--- config.mk ---
export PLATFORM = sky130hd
export DESIGN_NAME = mac_row_ctrl
export DESIGN_NICKNAME = d
export VERILOG_FILES = /design/src/rtl/mac_ctrl_pkg.sv /design/src/rtl/mac_ctrl_cnt.sv /design/src/rtl/mac_row_ctrl.sv
export SDC_FILE = /design/constraint.sdc
export NUM_CORES = 1
export LEC_CHECK = 0
export ABC_AREA = 1
export ABC_CLOCK_PERIOD_IN_PS = 2190
export CORE_MARGIN = 2
export CORE_UTILIZATION = 45
export DETAILED_ROUTE_END_ITERATION = 8
export PLACE_DENSITY_LB_ADDON = 0.15
export SYNTH_ARGS = -nofsm -noshare
export SYNTH_HDL_FRONTEND = slang
export SYNTH_SLANG_ARGS = --single-unit
--- constraint.sdc ---
create_clock -name clk -period 2.19 [get_ports clk]
set_input_delay 0.657 -clock clk [delete_from_list [all_inputs] [get_ports clk]]
set_output_delay 0.657 -clock clk [all_outputs]
set_load 0.02 [all_outputs]
--- src/rtl/mac_ctrl_pkg.sv ---
`default_nettype none
// +----------------------------------------------------------------------+
// | mac_ctrl_pkg : FSM states and tile instruction encodings shared by   |
// |                the row and array controllers.  Revision 1.0          |
// +----------------------------------------------------------------------+
package mac_ctrl_pkg;

  typedef enum logic [1:0] {
    ST_IDLE  = 2'd0,
    ST_LOAD  = 2'd1,
    ST_EXEC  = 2'd2,
    ST_DRAIN = 2'd3
  } state_e;

  localparam logic [1:0] INST_NOP  = 2'b00;
  localparam logic [1:0] INST_LOAD = 2'b01;
  localparam logic [1:0] INST_EXEC = 2'b10;

endpackage : mac_ctrl_pkg
`default_nettype wire

--- src/rtl/mac_ctrl_cnt.sv ---
`default_nettype none
// +----------------------------------------------------------------------+
// | mac_ctrl_cnt : loadable up-counter with enable and terminal-count    |
// |                flag (count == term).  Revision 1.0                   |
// +----------------------------------------------------------------------+
module mac_ctrl_cnt #(
  parameter int WIDTH = 4
) (
  input  logic             clk,
  input  logic             reset,
  input  logic             load,
  input  logic [WIDTH-1:0] load_val,
  input  logic             en,
  input  logic [WIDTH-1:0] term,
  output logic             tc
);

  logic [WIDTH-1:0] count_q;
  logic [WIDTH-1:0] count_d;

  // Load has priority so a job start always begins from a clean count.
  always_comb begin
    count_d = count_q;
    if (load) begin
      count_d = load_val;
    end else if (en) begin
      count_d = count_q + WIDTH'(1);
    end
  end

  always_ff @(posedge clk or negedge reset) begin
    if (!reset) begin
      count_q <= '0;
    end else begin
      count_q <= count_d;
    end
  end

  assign tc = (count_q == term);

endmodule : mac_ctrl_cnt
`default_nettype wire

--- src/rtl/mac_row_ctrl.sv ---
`default_nettype none
// +----------------------------------------------------------------------+
// | mac_row_ctrl : sequences one row of mac_tiles - kernel load, then    |
// |                activation execute, then drain, then done pulse.      |
// |                Revision 1.0                                          |
// +----------------------------------------------------------------------+
module mac_row_ctrl
  import mac_ctrl_pkg::*;
#(
  parameter int bw     = 4,
  parameter int col    = 8,
  parameter int len_bw = 8
) (
  input  logic              clk,
  input  logic              reset,
  input  logic              start,
  input  logic [len_bw-1:0] num_act,
  input  logic              w_valid,
  input  logic [bw-1:0]     w_data,
  output logic              w_ready,
  input  logic              a_valid,
  input  logic [bw-1:0]     a_data,
  output logic              a_ready,
  output logic [bw-1:0]     in_w,
  output logic [1:0]        inst_w,
  output logic              busy,
  output logic              done
);

  localparam int CW = $clog2(col + 1);
  localparam logic [CW-1:0] COL_TERM = CW'(col - 1);

  state_e            state_q, state_d;
  logic [len_bw-1:0] num_act_q, num_act_d;
  logic [bw-1:0]     in_w_q, in_w_d;
  logic [1:0]        inst_w_q, inst_w_d;
  logic              done_q, done_d;

  logic w_xfer;
  logic a_xfer;
  logic start_acc;
  logic load_tc;
  logic exec_tc;
  logic drain_tc;

  // Ready is a pure state decode so upstream buffers never see a
  // combinational path from their own valid back to ready.
  assign w_ready   = (state_q == ST_LOAD);
  assign a_ready   = (state_q == ST_EXEC);
  assign busy      = (state_q != ST_IDLE);
  assign w_xfer    = w_valid & w_ready;
  assign a_xfer    = a_valid & a_ready;
  assign start_acc = (state_q == ST_IDLE) & start;

  mac_ctrl_cnt #(.WIDTH(CW)) u_load_cnt (
    .clk      (clk),
    .reset    (reset),
    .load     (start_acc),
    .load_val ('0),
    .en       (w_xfer),
    .term     (COL_TERM),
    .tc       (load_tc)
  );

  // Terminal value is num_act-1; unused when num_act is 0 since EXEC is skipped.
  mac_ctrl_cnt #(.WIDTH(len_bw)) u_exec_cnt (
    .clk      (clk),
    .reset    (reset),
    .load     (start_acc),
    .load_val ('0),
    .en       (a_xfer),
    .term     (num_act_q - len_bw'(1)),
    .tc       (exec_tc)
  );

  mac_ctrl_cnt #(.WIDTH(CW)) u_drain_cnt (
    .clk      (clk),
    .reset    (reset),
    .load     (start_acc),
    .load_val ('0),
    .en       (state_q == ST_DRAIN),
    .term     (COL_TERM),
    .tc       (drain_tc)
  );

  always_comb begin
    state_d   = state_q;
    num_act_d = num_act_q;
    in_w_d    = '0;
    inst_w_d  = INST_NOP;
    done_d    = 1'b0;
    case (state_q)
      ST_IDLE: begin
        if (start) begin
          num_act_d = num_act;
          state_d   = ST_LOAD;
        end
      end
      ST_LOAD: begin
        if (w_xfer) begin
          in_w_d   = w_data;
          inst_w_d = INST_LOAD;
          if (load_tc) begin
            state_d = (num_act_q == '0) ? ST_DRAIN : ST_EXEC;
          end
        end
      end
      ST_EXEC: begin
        if (a_xfer) begin
          in_w_d   = a_data;
          inst_w_d = INST_EXEC;
          if (exec_tc) begin
            state_d = ST_DRAIN;
          end
        end
      end
      ST_DRAIN: begin
        if (drain_tc) begin
          state_d = ST_IDLE;
          done_d  = 1'b1;
        end
      end
      default: begin
        state_d = ST_IDLE;
      end
    endcase
  end

  always_ff @(posedge clk or negedge reset) begin
    if (!reset) begin
      state_q   <= ST_IDLE;
      num_act_q <= '0;
      in_w_q    <= '0;
      inst_w_q  <= INST_NOP;
      done_q    <= 1'b0;
    end else begin
      state_q   <= state_d;
      num_act_q <= num_act_d;
      in_w_q    <= in_w_d;
      inst_w_q  <= inst_w_d;
      done_q    <= done_d;
    end
  end

  assign in_w   = in_w_q;
  assign inst_w = inst_w_q;
  assign done   = done_q;

endmodule : mac_row_ctrl
`default_nettype wire

==> results.cfg <==
[timing]
fin_skew_ns = 0.003632
tns_ns = 0
rsz0062_at_grt = false
worst_hold_slack_ns = 0.4600
worst_pin_slew_ns = 0.4566
fmax_mhz = 476.8
setup_viol_count_final = 0
fin_crit_ns = 2.097
maxSlewViolCount = 0
slew-limit-headroom = 0.6937
hold_violations = 0
period_share = 0.9576

[die]
die-area_um2 = 4582
fp.coreArea_um2 = 3943
num_rows = 23
start_util = 0.4630
die_h_um = 67.69
ios = 31
chipWidth_um = 67.69

[critical_path]
crit_type = reg2out
rr_endpoint = u_exec_cnt.count_q[6]
cp_data_arrival_time_ns = 1.44
r2r_cells = 11
crit_path_end_kind = primary output
slowest_delay_ns = 0.43
slowest_stage = dfrtp_1
regToRegSetupSlack_ns = 0.43
rr_startpoint = state_q[0]
path_cells = inv_1, ha_1, dlygate4sd2_1
path_delay_family = buffers and inverters
worstPathRequired_ns = 1.53
critPathLaunchType = register
critPathMaxFanout = 5
path_buf_inv = 2

[placed_design]
dp_hpwl_um = 2963
place_congestion = 0.7601
io_buffers = 30

[power_and_ir_drop]
clkPwrFrac = 0.164
p_per_area_nw_per_um2 = 1186
sw_frac_of_total = 0.4351
power_frac_seq = 0.352
pwr-share-comb = 0.483
power.internal_mw = 1.539
peakVddDrop_v = 0.0004785
p_sw_mw = 1.185
leakage_nw = 1.105

[clock_network]
clk_latency_ns = 0.29
clk_pin_slew_ns = 0.07
cts_sinks = 33
cts_tree = built
cts_setup_buffers = 0
ctsLongestPathBuffers = 2
root_buffer = clkbuf_8
cts-buffers-inserted = 5
htreeDepth = 2

[synth]
ys_types = 28
synth_seq_cells = 33
yosysTopAreaCellShare = 0.4524
synth_top_area_cell = dfrtp_1
syn-num-nets = 261
synth_cells = 230
synth-warning-count = 0
syn-mean-instance-area_um2 = 7.937
netlist_area_um2 = 1826
seq_area_frac_synth = 0.4524
synthTopCellsByArea = dfrtp_1 45%, nand2_1 12%, ha_1 6.9%

[layout]
syn_to_final_growth_pct = 25.84
n_antenna_cell = 0
nets = 301
drive_gt1_frac = 0.1144

[grt]
grt_first_pass_wirelength_um = 6886
gr-usage-all-layers = 0.2050
antenna_found_initial = 0
grt_max_degree = 34
grt_pass1_vias = 1553
grt_overflow = 0

[route]
avgRoutedWirePerCell_um = 12.19
drt_wl_total_um = 3912
dr_total_vias = 1579
vias_per_cell = 4.919
drt_iter0_drc = 109
final_antenna_net_count = 0
drc_errors = 0
dr.pass1.iters = 4

[worst_hold_path]
whs_endpoint = u_load_cnt.count_q[3]
holdCritStartpoint = u_load_cnt.count_q[3]
whs_path_depth = 1
hp-class = reg2reg

[run]
drv_cap = 0

[outcome]
outcome = finished, final reports clean
## cells in the mapped netlist
| cell | n |
|---|---|
| a211oi_1 | 3 |
| a21oi_1 | 9 |
| a31oi_1 | 1 |
| a32o_1 | 4 |
| clkbuf_1 | 2 |
| clkinv_1 | 3 |
| clkinv_2 | 1 |
| dfrtp_1 | 33 |
| ha_1 | 10 |
| inv_1 | 24 |
| inv_2 | 5 |
| nand2_1 | 56 |
| nand2_2 | 6 |
| nand3_1 | 12 |
| nand3_2 | 1 |
| nand3b_1 | 1 |
| nand4_1 | 2 |
| nor2_1 | 24 |
| nor2_2 | 3 |
| nor2_4 | 1 |
| nor3_1 | 3 |
| nor3_2 | 1 |
| o21ai_0 | 16 |
| o21ai_1 | 3 |
| o21ai_2 | 1 |
| o22ai_1 | 1 |
| xnor2_1 | 2 |
| xor2_1 | 2 |
## stage by stage
| step | power (mW) | worst slack (ns) | std cells | area (um2) | util |
|---|---|---|---|---|---|
| after global routing | 2.996 | 0.01901 | 321 | 2297 | 0.5827 |
| final | 2.724 | 0.09277 | 321 | 2297 | 0.5827 |
| after global placement | 2.275 | 0.1368 | 313 | 2218 | 0.5627 |
| after CTS | 2.746 | 0.07832 | 321 | 2297 | 0.5827 |
| after floorplan | 1.887 | 0.4420 | 230 | 1826 | - |
| after detailed placement | 2.311 | 0.09711 | 313 | 2218 | 0.5627 |
## worst max path at each step
stage | start | end | slack [ns] | cells past startpoint
finish | state_q[1] | w_ready | 0.09 | 3
global route | state_q[0] | busy | 0.02 | 4
CTS | state_q[1] | w_ready | 0.08 | 3
detailed placement | a_valid | u_exec_cnt.count_q[6] | 0.1 | 9
global placement | state_q[1] | w_ready | 0.14 | 3
floorplan | state_q[0] | u_exec_cnt.count_q[7] | 0.44 | 12
## area by class of cell
type                       instances  area (um2)
clock buffer                       6       72.57
clock inverter                     2       10.01
fill                             361        1645
inverter                          33       125.1
multi-input combinational        162       867.1
sequential                        33       825.8
tap                               50       62.56
timing repair buffer              35       334.1
## per-layer routing
layer,global-route usage,wire length (um),vias up
met1,0.2629,1878,717
met3,0.07000,201,5
met5,0,0,-
met4,0.07908,55,0
met2,0.3174,1776,32
li1,-,-,825
## state kept, by name, summed over array words and instances (netlist names)
signal and flops:
u_load_cnt.count_q 4, done 1, u_drain_cnt.count_q 4, u_exec_cnt.count_q 8, inst_w 2, in_w 4, state_q 2, num_act_q 8
## timing repair
item / CTS / global route
setup endpoints to repair: 3 / 0
hold buffers: 0 / 0
resized for setup: 3 / 0
## logic make-up (layout without fill, tap and decap cells)
logic type | count (synthesis) | count (layout) | share of synthesized area
compound gates | 38 | 38 | 0.1227
xor+xnor | 4 | 4 | 0.01919
fa+ha+maj | 10 | 10 | 0.06854
buf+inv | 35 | 76 | 0.07265
flops | 33 | 33 | 0.4524
simple gates | 110 | 110 | 0.2646
## cell usage in the layout (no fill, tap or decap), drive strengths merged, types with 4 or more instances in the layout
cell and n:
clkdlybuf4s50 27, nand3 13, nor2 28, clkbuf 6
o21ai 20, clkinv 6, buf 5, ha 10
nor3 4, a32o 4, a21oi 9, dfrtp 33
inv 29, nand2 62
## power by group through the flow
| stage | sequential [mW] | clock, mW | combinational [mW] |
|---|---|---|---|
| 2_1_floorplan | 0.961 | 0 | 0.926 |
| 3_3_place_gp | 0.967 | 0 | 1.31 |
| 3_5_place_dp | 0.968 | 0 | 1.34 |
| 4_1_cts | 0.960 | 0.457 | 1.33 |
| 5_1_grt | 0.985 | 0.494 | 1.52 |
| 6_report | 0.960 | 0.447 | 1.32 |
Note: power is estimated with default switching activity, not from simulation.
